[config.mk]
export PLATFORM = sky130hd
export DESIGN_NAME = divider_32_seq
export DESIGN_NICKNAME = d
export VERILOG_FILES = /design/src/rtl/divider_32_seq.sv
export SDC_FILE = /design/constraint.sdc
export NUM_CORES = 1
export LEC_CHECK = 0
export BUFFER_PORTS_ARGS = -buffer_cell sky130_fd_sc_hd__buf_4
export CORE_UTILIZATION = 58
export CTS_CLUSTER_SIZE = 24
export DETAILED_ROUTE_END_ITERATION = 10
export MAX_ROUTING_LAYER = met4
export PLACE_DENSITY = 0.78
export SLEW_MARGIN = 20
export SYNTH_ARGS = -nofsm -noshare
export SYNTH_HDL_FRONTEND = slang
export SYNTH_SLANG_ARGS = --single-unit
[constraint.sdc]
create_clock -name clk -period 3.7 [get_ports clk]
set_clock_uncertainty 0.1 [all_clocks]
set_input_delay 0.555 -clock clk [delete_from_list [all_inputs] [get_ports clk]]
set_output_delay 0.555 -clock clk [all_outputs]
set_load 0.01 [all_outputs]
[src/rtl/divider_32_seq.sv]
// rtl/divider_32_seq.sv - multi-cycle unsigned restoring divider, one quotient bit per clock
module divider_32_seq #(
  parameter int WIDTH = 32
) (
  input  logic             clk,
  input  logic             rst_n,
  input  logic             start,
  input  logic [WIDTH-1:0] dividend,
  input  logic [WIDTH-1:0] divisor,
  output logic             busy,
  output logic             done,
  output logic             div_by_zero,
  output logic [WIDTH-1:0] quotient,
  output logic [WIDTH-1:0] remainder
);

  localparam int CW = $clog2(WIDTH) + 1;

  typedef enum logic [1:0] {
    S_IDLE = 2'd0,
    S_RUN  = 2'd1,
    S_DONE = 2'd2
  } state_t;

  state_t           state_q, state_d;
  logic [CW-1:0]    count_q, count_d;
  logic [WIDTH-1:0] rem_q, rem_d;
  logic [WIDTH-1:0] work_q, work_d;
  logic [WIDTH-1:0] dsr_q, dsr_d;
  logic [WIDTH-1:0] quotient_q, quotient_d;
  logic [WIDTH-1:0] remainder_q, remainder_d;
  logic             dbz_q, dbz_d;

  logic [WIDTH:0]   shifted;
  logic [WIDTH:0]   trial;
  logic             last_step;

  assign last_step = (count_q == CW'(WIDTH - 1));

  always_ff @(posedge clk or negedge rst_n) begin
    if (!rst_n) begin
      state_q     <= S_IDLE;
      count_q     <= '0;
      rem_q       <= '0;
      work_q      <= '0;
      dsr_q       <= '0;
      quotient_q  <= '0;
      remainder_q <= '0;
      dbz_q       <= 1'b0;
    end else begin
      state_q     <= state_d;
      count_q     <= count_d;
      rem_q       <= rem_d;
      work_q      <= work_d;
      dsr_q       <= dsr_d;
      quotient_q  <= quotient_d;
      remainder_q <= remainder_d;
      dbz_q       <= dbz_d;
    end
  end

  always_comb begin
    state_d = state_q;
    case (state_q)
      S_IDLE, S_DONE: begin
        if (start) begin
          state_d = (divisor == '0) ? S_DONE : S_RUN;
        end else begin
          state_d = S_IDLE;
        end
      end
      S_RUN: begin
        if (last_step) begin
          state_d = S_DONE;
        end
      end
      default: state_d = S_IDLE;
    endcase
  end

  // Full remainder is kept in the shift so divisors above 2^(WIDTH-1) cannot overflow the trial.
  always_comb begin
    count_d     = count_q;
    rem_d       = rem_q;
    work_d      = work_q;
    dsr_d       = dsr_q;
    quotient_d  = quotient_q;
    remainder_d = remainder_q;
    dbz_d       = dbz_q;
    shifted     = {rem_q, work_q[WIDTH-1]};
    trial       = shifted - {1'b0, dsr_q};
    if (state_q == S_RUN) begin
      rem_d   = trial[WIDTH] ? shifted[WIDTH-1:0] : trial[WIDTH-1:0];
      work_d  = {work_q[WIDTH-2:0], ~trial[WIDTH]};
      count_d = count_q + CW'(1);
      if (last_step) begin
        quotient_d  = work_d;
        remainder_d = rem_d;
      end
    end else if (start) begin
      dsr_d = divisor;
      if (divisor == '0) begin
        quotient_d  = '1;
        remainder_d = dividend;
        dbz_d       = 1'b1;
      end else begin
        rem_d   = '0;
        work_d  = dividend;
        count_d = '0;
        dbz_d   = 1'b0;
      end
    end
  end

  always_comb begin
    busy = (state_q == S_RUN);
    done = (state_q == S_DONE);
  end

  assign div_by_zero = dbz_q;
  assign quotient    = quotient_q;
  assign remainder   = remainder_q;

endmodule
Word level (Yosys, flattened, before mapping)
Cells that the tools add are included.
{ "classes": {"bitwise": 2, "eq_ne": 5, "addsub": 2, "n_reduce_logical": 8, "n_mux": 23} }
{ "ops": {"columns": ["cell", "count"], "rows": [
  ["32-bit 2-to-1 mux", 15],
  ["33-bit by 32-bit subtractor with 33-bit output", 1],
  ["32-bit logical NOT", 1],
  ["6-bit 2-to-1 mux", 3],
  ["6-bit by 1-bit adder with 6-bit output (second input constant)", 1],
  ["6-bit by 5-bit equality test with 1-bit output (second input constant)", 1],
  ["2-bit 2-to-1 mux", 3],
  ["2-bit case mux with 2 select lines", 1],
  ["2-bit AND reduction", 2],
  ["2-bit nonzero test", 2],
  ["3-bit AND reduction", 1],
  ["2-bit by 1-bit equality test with 1-bit output (second input constant)", 1],
  ["2-bit equality test (second input constant)", 1],
  ["2-bit logical NOT", 1],
  ["2-bit by 1-bit inequality test with 1-bit output (second input constant)", 1],
  ["2-bit inequality test (second input constant)", 1],
  ["1-bit NOT", 2],
  ["2-bit OR reduction", 1],
  ["1-bit 2-to-1 mux", 1]
]} }
{ "totals": {"elab_cells": 48, "register_bits": 169, "out_inout_bits": 67} }

Depth between registers and ports, before layout
{ "logic_depth": {"ltp_word": 4, "depth_mapped": 15} }

Worst setup path before layout
OpenSTA, ideal clock, no wires.
{ "synth_path": {"kind": "register to register", "startpoint": "reg work_q[31]", "endpoint": "reg remainder_q[22] (netlist: remainder[22])", "stages_incl_launch_ff": 16, "t_arrival_ps": 3147, "required_ps": 3471, "slack_ps": 324, "period_less_slack_ps": 3376, "path_cell_list": "dfrtp_1 -> inv_1 -> ha_1 -> inv_1 -> fa_1 -> a211oi_1 -> o21ai_1 -> o21ai_0 -> o2111ai_2 -> a41o_1 -> clkbuf_1 -> or3_1 -> buf_6 -> buf_8 -> a31oi_1 -> a21oi_1"} }
{ "synth_between": {"elab_chain_cells": 4} }
{ "synth_lines": {"columns": ["element", "line", "source"], "rows": [
  ["start: declaration", "28", "logic [WIDTH-1:0] work_q, work_d;"],
  ["start signal: assignment", "54", "work_q <= work_d;"],
  ["33-bit by 32-bit subtractor with 33-bit output", "91", "trial = shifted - {1'b0, dsr_q};"],
  ["32-bit 2-to-1 mux", "93", "rem_d = trial[WIDTH] ? shifted[WIDTH-1:0] : trial[WIDTH-1:0];"],
  ["32-bit 2-to-1 mux", "96", "if (last_step) begin"],
  ["32-bit 2-to-1 mux", "92", "if (state_q == S_RUN) begin"],
  ["end signal: assignment", "57", "remainder_q <= remainder_d;"],
  ["end: declaration", "31", "logic [WIDTH-1:0] remainder_q, remainder_d;"]
]} }
Every way passes these cells. The select of a mux whose other input is x is not followed.
A chain may end at the register's enable or synchronous reset.

Worst setup path after layout
{ "layout_path": {"startpoint": "reg work_q[31]", "endpoint": "reg rem_q[18]"} }
{ "layout_between": {"elab_chain_cells": 3} }
{ "layout_lines": {"columns": ["element", "line", "source"], "rows": [
  ["33-bit by 32-bit subtractor with 33-bit output", "91", null],
  ["32-bit 2-to-1 mux", "93", null],
  ["32-bit 2-to-1 mux", "92", null],
  ["end signal: assignment", "53", "rem_q <= rem_d;"],
  ["end: declaration", "27", "logic [WIDTH-1:0] rem_q, rem_d;"]
]} }
Every way passes these cells.

==> metrics.txt <==
die area between 15,000 and 20,000 sq um; vias in the first global route 7,374; final setup violation count 0; Die X between 100 and 150 um; Setup crit end kind register; antenna cell count 0; Layout Nets about 1.2k; Rows 46; drt first pass iters 5; synth warn 0; P_int ~6 mW; worst min path class in -> async; share of cells above drive strength 1 0.217; total grt overflow 0; status finished clean; Netlist Area Pre-Place 9380 sq um; post-synth net total roughly 1.1k; H-tree levels 4; post-route setup TNS 0 ps; VDD IR max between 500 and 600 uV; part of the cycle the worst path needs 0.948; core area 15,800 sq um; CP arrival 3700 ps; vias 8,075; IO Pins ~130; Hold Slack 5.76 ps; 1st-iter DRT viols around 670; die height ~130 um; number of synthesized register bits around 170; power share of the combinational group 0.525; highest clock rate 285 MHz; number of synthesized flops with an enable pin 0; # DRC 0; Synth cell types 66; Switching Share 0.428; clk slew on worst S/H paths 70 ps; Slew Limit Fails 0; post-synthesis sequential area ratio 0.451; unrepaired setup endpoints after global routing false; PortBufs approximately 130; synthesis-to-layout area growth 20.4%; syn avg cell area about 9.4 sq um; Worst Path Max Fanout 24; sequential share of power 0.278; Tmin final about 3500 ps; Setup Buffers After CTS 0; CTS tree built; ANT nets after route 0; PD cells 902 nW/um^2; Wirelength per Cell around 18 um; Setup crit start kind register; CTS sink count approximately 170; CP max stage cell fa_1; Tightest Pin Transition roughly 760 ps; Root Buffer clkbuf_16; hpwl dp about 17,000 um; global-route wire length before repair 38,400 um; worst path cell trace inv_1 > ha_1 > inv_1 > fa_1 > a211oi_1 > o21ai_1 > o21ai_2 > o2111ai_4 > a41o_1 > or3_1 > buf_12 > buf_4 > mux2i_1 > o21ai_1; prevailing post-synth register cell dfrtp_1; Hold Fails Final Rpt 0; FF-to-FF path depth 14; max-cap violations 0; max_slew headroom 0.491; Placer Congestion between 0.9 and 1; initial core utilization 0.593; crit-path max cell delay between 400 and 500 ps; Gate Count Post-Synth between 1k and 1.5k; CP required between 3000 and 4000 ps; Clock Path Buffers 2; critical path type reg -> reg; Num CTS Buffers 17; Clk pwr share 0.197; switching power around 4.4 mW; Static Leak ~5.4 nW; largest net degree at the start of global routing 67; Skew-Pair Late Insertion Delay about 440 ps; gr usage total 0.309; initial antenna violation count 0; Via density 6.00; ys async rst share 1.00; WL final about 24,000 um
[power groups by stage]
stage               Clock [mW]  Sequential [mW]  Combinational (mW)
finish                    2.00             2.83                5.35
global route              2.09             2.89                5.87
global placement             0             2.82                5.08
detailed placement           0             2.84                5.15
CTS                       2.03             2.82                5.21
floorplan                    0             2.69                4.07
[cell usage after synthesis, types with 2 or more instances]
library cell | number | area share
dfrtp_1 | 169 | 0.45
or4_1 | 2 | 0.0016
a211o_1 | 4 | 0.0037
nor3_1 | 22 | 0.012
o31ai_2 | 3 | 0.0040
and2_1 | 5 | 0.0033
o211ai_1 | 5 | 0.0040
mux2_2 | 33 | 0.040
o22ai_1 | 5 | 0.0033
nor2b_1 | 4 | 0.0027
inv_1 | 46 | 0.018
nand4_1 | 7 | 0.0047
and3_1 | 19 | 0.013
nor4b_1 | 3 | 0.0028
a211oi_1 | 5 | 0.0040
buf_2 | 3 | 0.0016
nor3_2 | 3 | 0.0032
buf_6 | 2 | 0.0024
ha_1 | 33 | 0.044
buf_12 | 2 | 0.0043
o31ai_1 | 8 | 0.0064
a31oi_1 | 10 | 0.0067
xnor2_1 | 16 | 0.015
nand3_1 | 35 | 0.019
clkbuf_1 | 51 | 0.020
a41oi_1 | 3 | 0.0028
o21ai_1 | 33 | 0.018
a32oi_1 | 4 | 0.0037
xor2_1 | 9 | 0.0084
nand2b_1 | 7 | 0.0047
and4_1 | 4 | 0.0037
o21ai_0 | 99 | 0.053
a21oi_1 | 55 | 0.029
o311ai_0 | 2 | 0.0019
nand2_1 | 142 | 0.057
buf_1 | 4 | 0.0016
mux2i_1 | 54 | 0.058
nor4_1 | 14 | 0.0093
or3_1 | 4 | 0.0027
nor2_1 | 27 | 0.011
nand3b_1 | 2 | 0.0016
o21a_1 | 4 | 0.0032
a21o_1 | 16 | 0.013
o21bai_1 | 3 | 0.0024
[critical path, delay by kind of cell (launching register included)]
kind | cells | cell delay [ps]
and+or+nand+nor | 1 | 350
muxes | 1 | 210
buffers and inverters | 4 | 480
AOI/OAI and AO/OA | 6 | 1210
adders and majority gates | 2 | 590
DFF | 1 | 400
[layer usage]
layer,wire (um),up-vias,track usage,part of all wire
li1,-,3820,-,-
met1,11300,3883,0.450,0.47
met2,10900,338,0.443,0.45
met3,1710,34,0.0458,0.071
met4,380,0,0.0955,0.016
met5,0,-,-,0
[logic make-up (layout without fill, tap and decap cells)]
group,Yosys count,after routing,synth area share
AO/OA/AOI/OAI,275,275,0.177
XOR/XNOR,25,25,0.0233
adder cells (fa/ha/maj),34,34,0.0461
buffers and inverters,110,237,0.0508
flip-flops,169,169,0.451
multiplexers,88,88,0.0987
AND/OR/NAND/NOR,302,302,0.153
[layout make-up]
| cell class | instances | area (sq um) |
|---|---|---|
| multi-input cells | 724 | 4720 |
| fillers | 1198 | 4540 |
| flip-flops and latches | 169 | 4230 |
| repair buffers | 160 | 1240 |
| clock buffers | 17 | 425 |
| well taps | 216 | 270 |
| clock inverters | 14 | 233 |
| inverters | 46 | 173 |
[placed cells by master (no fill, tap or decap), types with 4 or more instances in the layout]
cell       count
dfrtp_1      169
buf_4        156
nand2_1      142
o21ai_0       98
a21oi_1       55
mux2i_1       54
inv_1         45
nand3_1       35
o21ai_1       33
mux2_2        33
ha_1          33
nor2_1        25
nor3_1        22
and3_1        19
clkbuf_16     17
a21o_1        16
xnor2_1       16
nor4_1        13
a31oi_1       10
xor2_1         9
o31ai_1        8
nand4_1        7
o211ai_1       5
nand2b_1       5
and2_1         5
o22ai_1        5
bufinv_16      5
nor2b_1        4
a211oi_1       4
and4_1         4
a211o_1        4
o21a_1         4
or3_1          4
a32oi_1        4
[sequential cells by signal (all words and copies together), names as in the netlist]
register,flops
div_by_zero,1
dsr_q,32
count_q,6
state_q,2
work_q,32
rem_q,32
quotient,32
remainder,32
[what timing repair did]
item                                   CTS  global route
hold buffers                             0             0
endpoints found under the hold margin    0             0
setup endpoints to repair                0            46
gates resized for setup                  0             5
[path summary, 6_finish.rpt]
kind | from | end | slack [ps]
max reg2reg | work_q[31] | rem_q[18] | 190
min | rst_n | quotient[26] | 6
max in group asynchronous | rst_n | dsr_q[8] | 2540
min reg2reg | state_q[1] | state_q[1] | 360
max | work_q[31] | rem_q[18] | 190
min in group clk | divisor[4] | dsr_q[4] | 260
[per-stage QoR]
step                instance area, sq um  total power, mW   util  instances  setup WS [ps]
finish                             11300             10.2  0.713       1346            192
global route                       11300             10.9  0.713       1346           11.6
CTS                                11300             10.1  0.712       1346           90.9
detailed placement                 10600             8.00  0.670       1315            200
global placement                   10600             7.90  0.670       1315            293
floorplan                           9380             6.76      -       1003            324
Power figures use the tool's default switching activity.
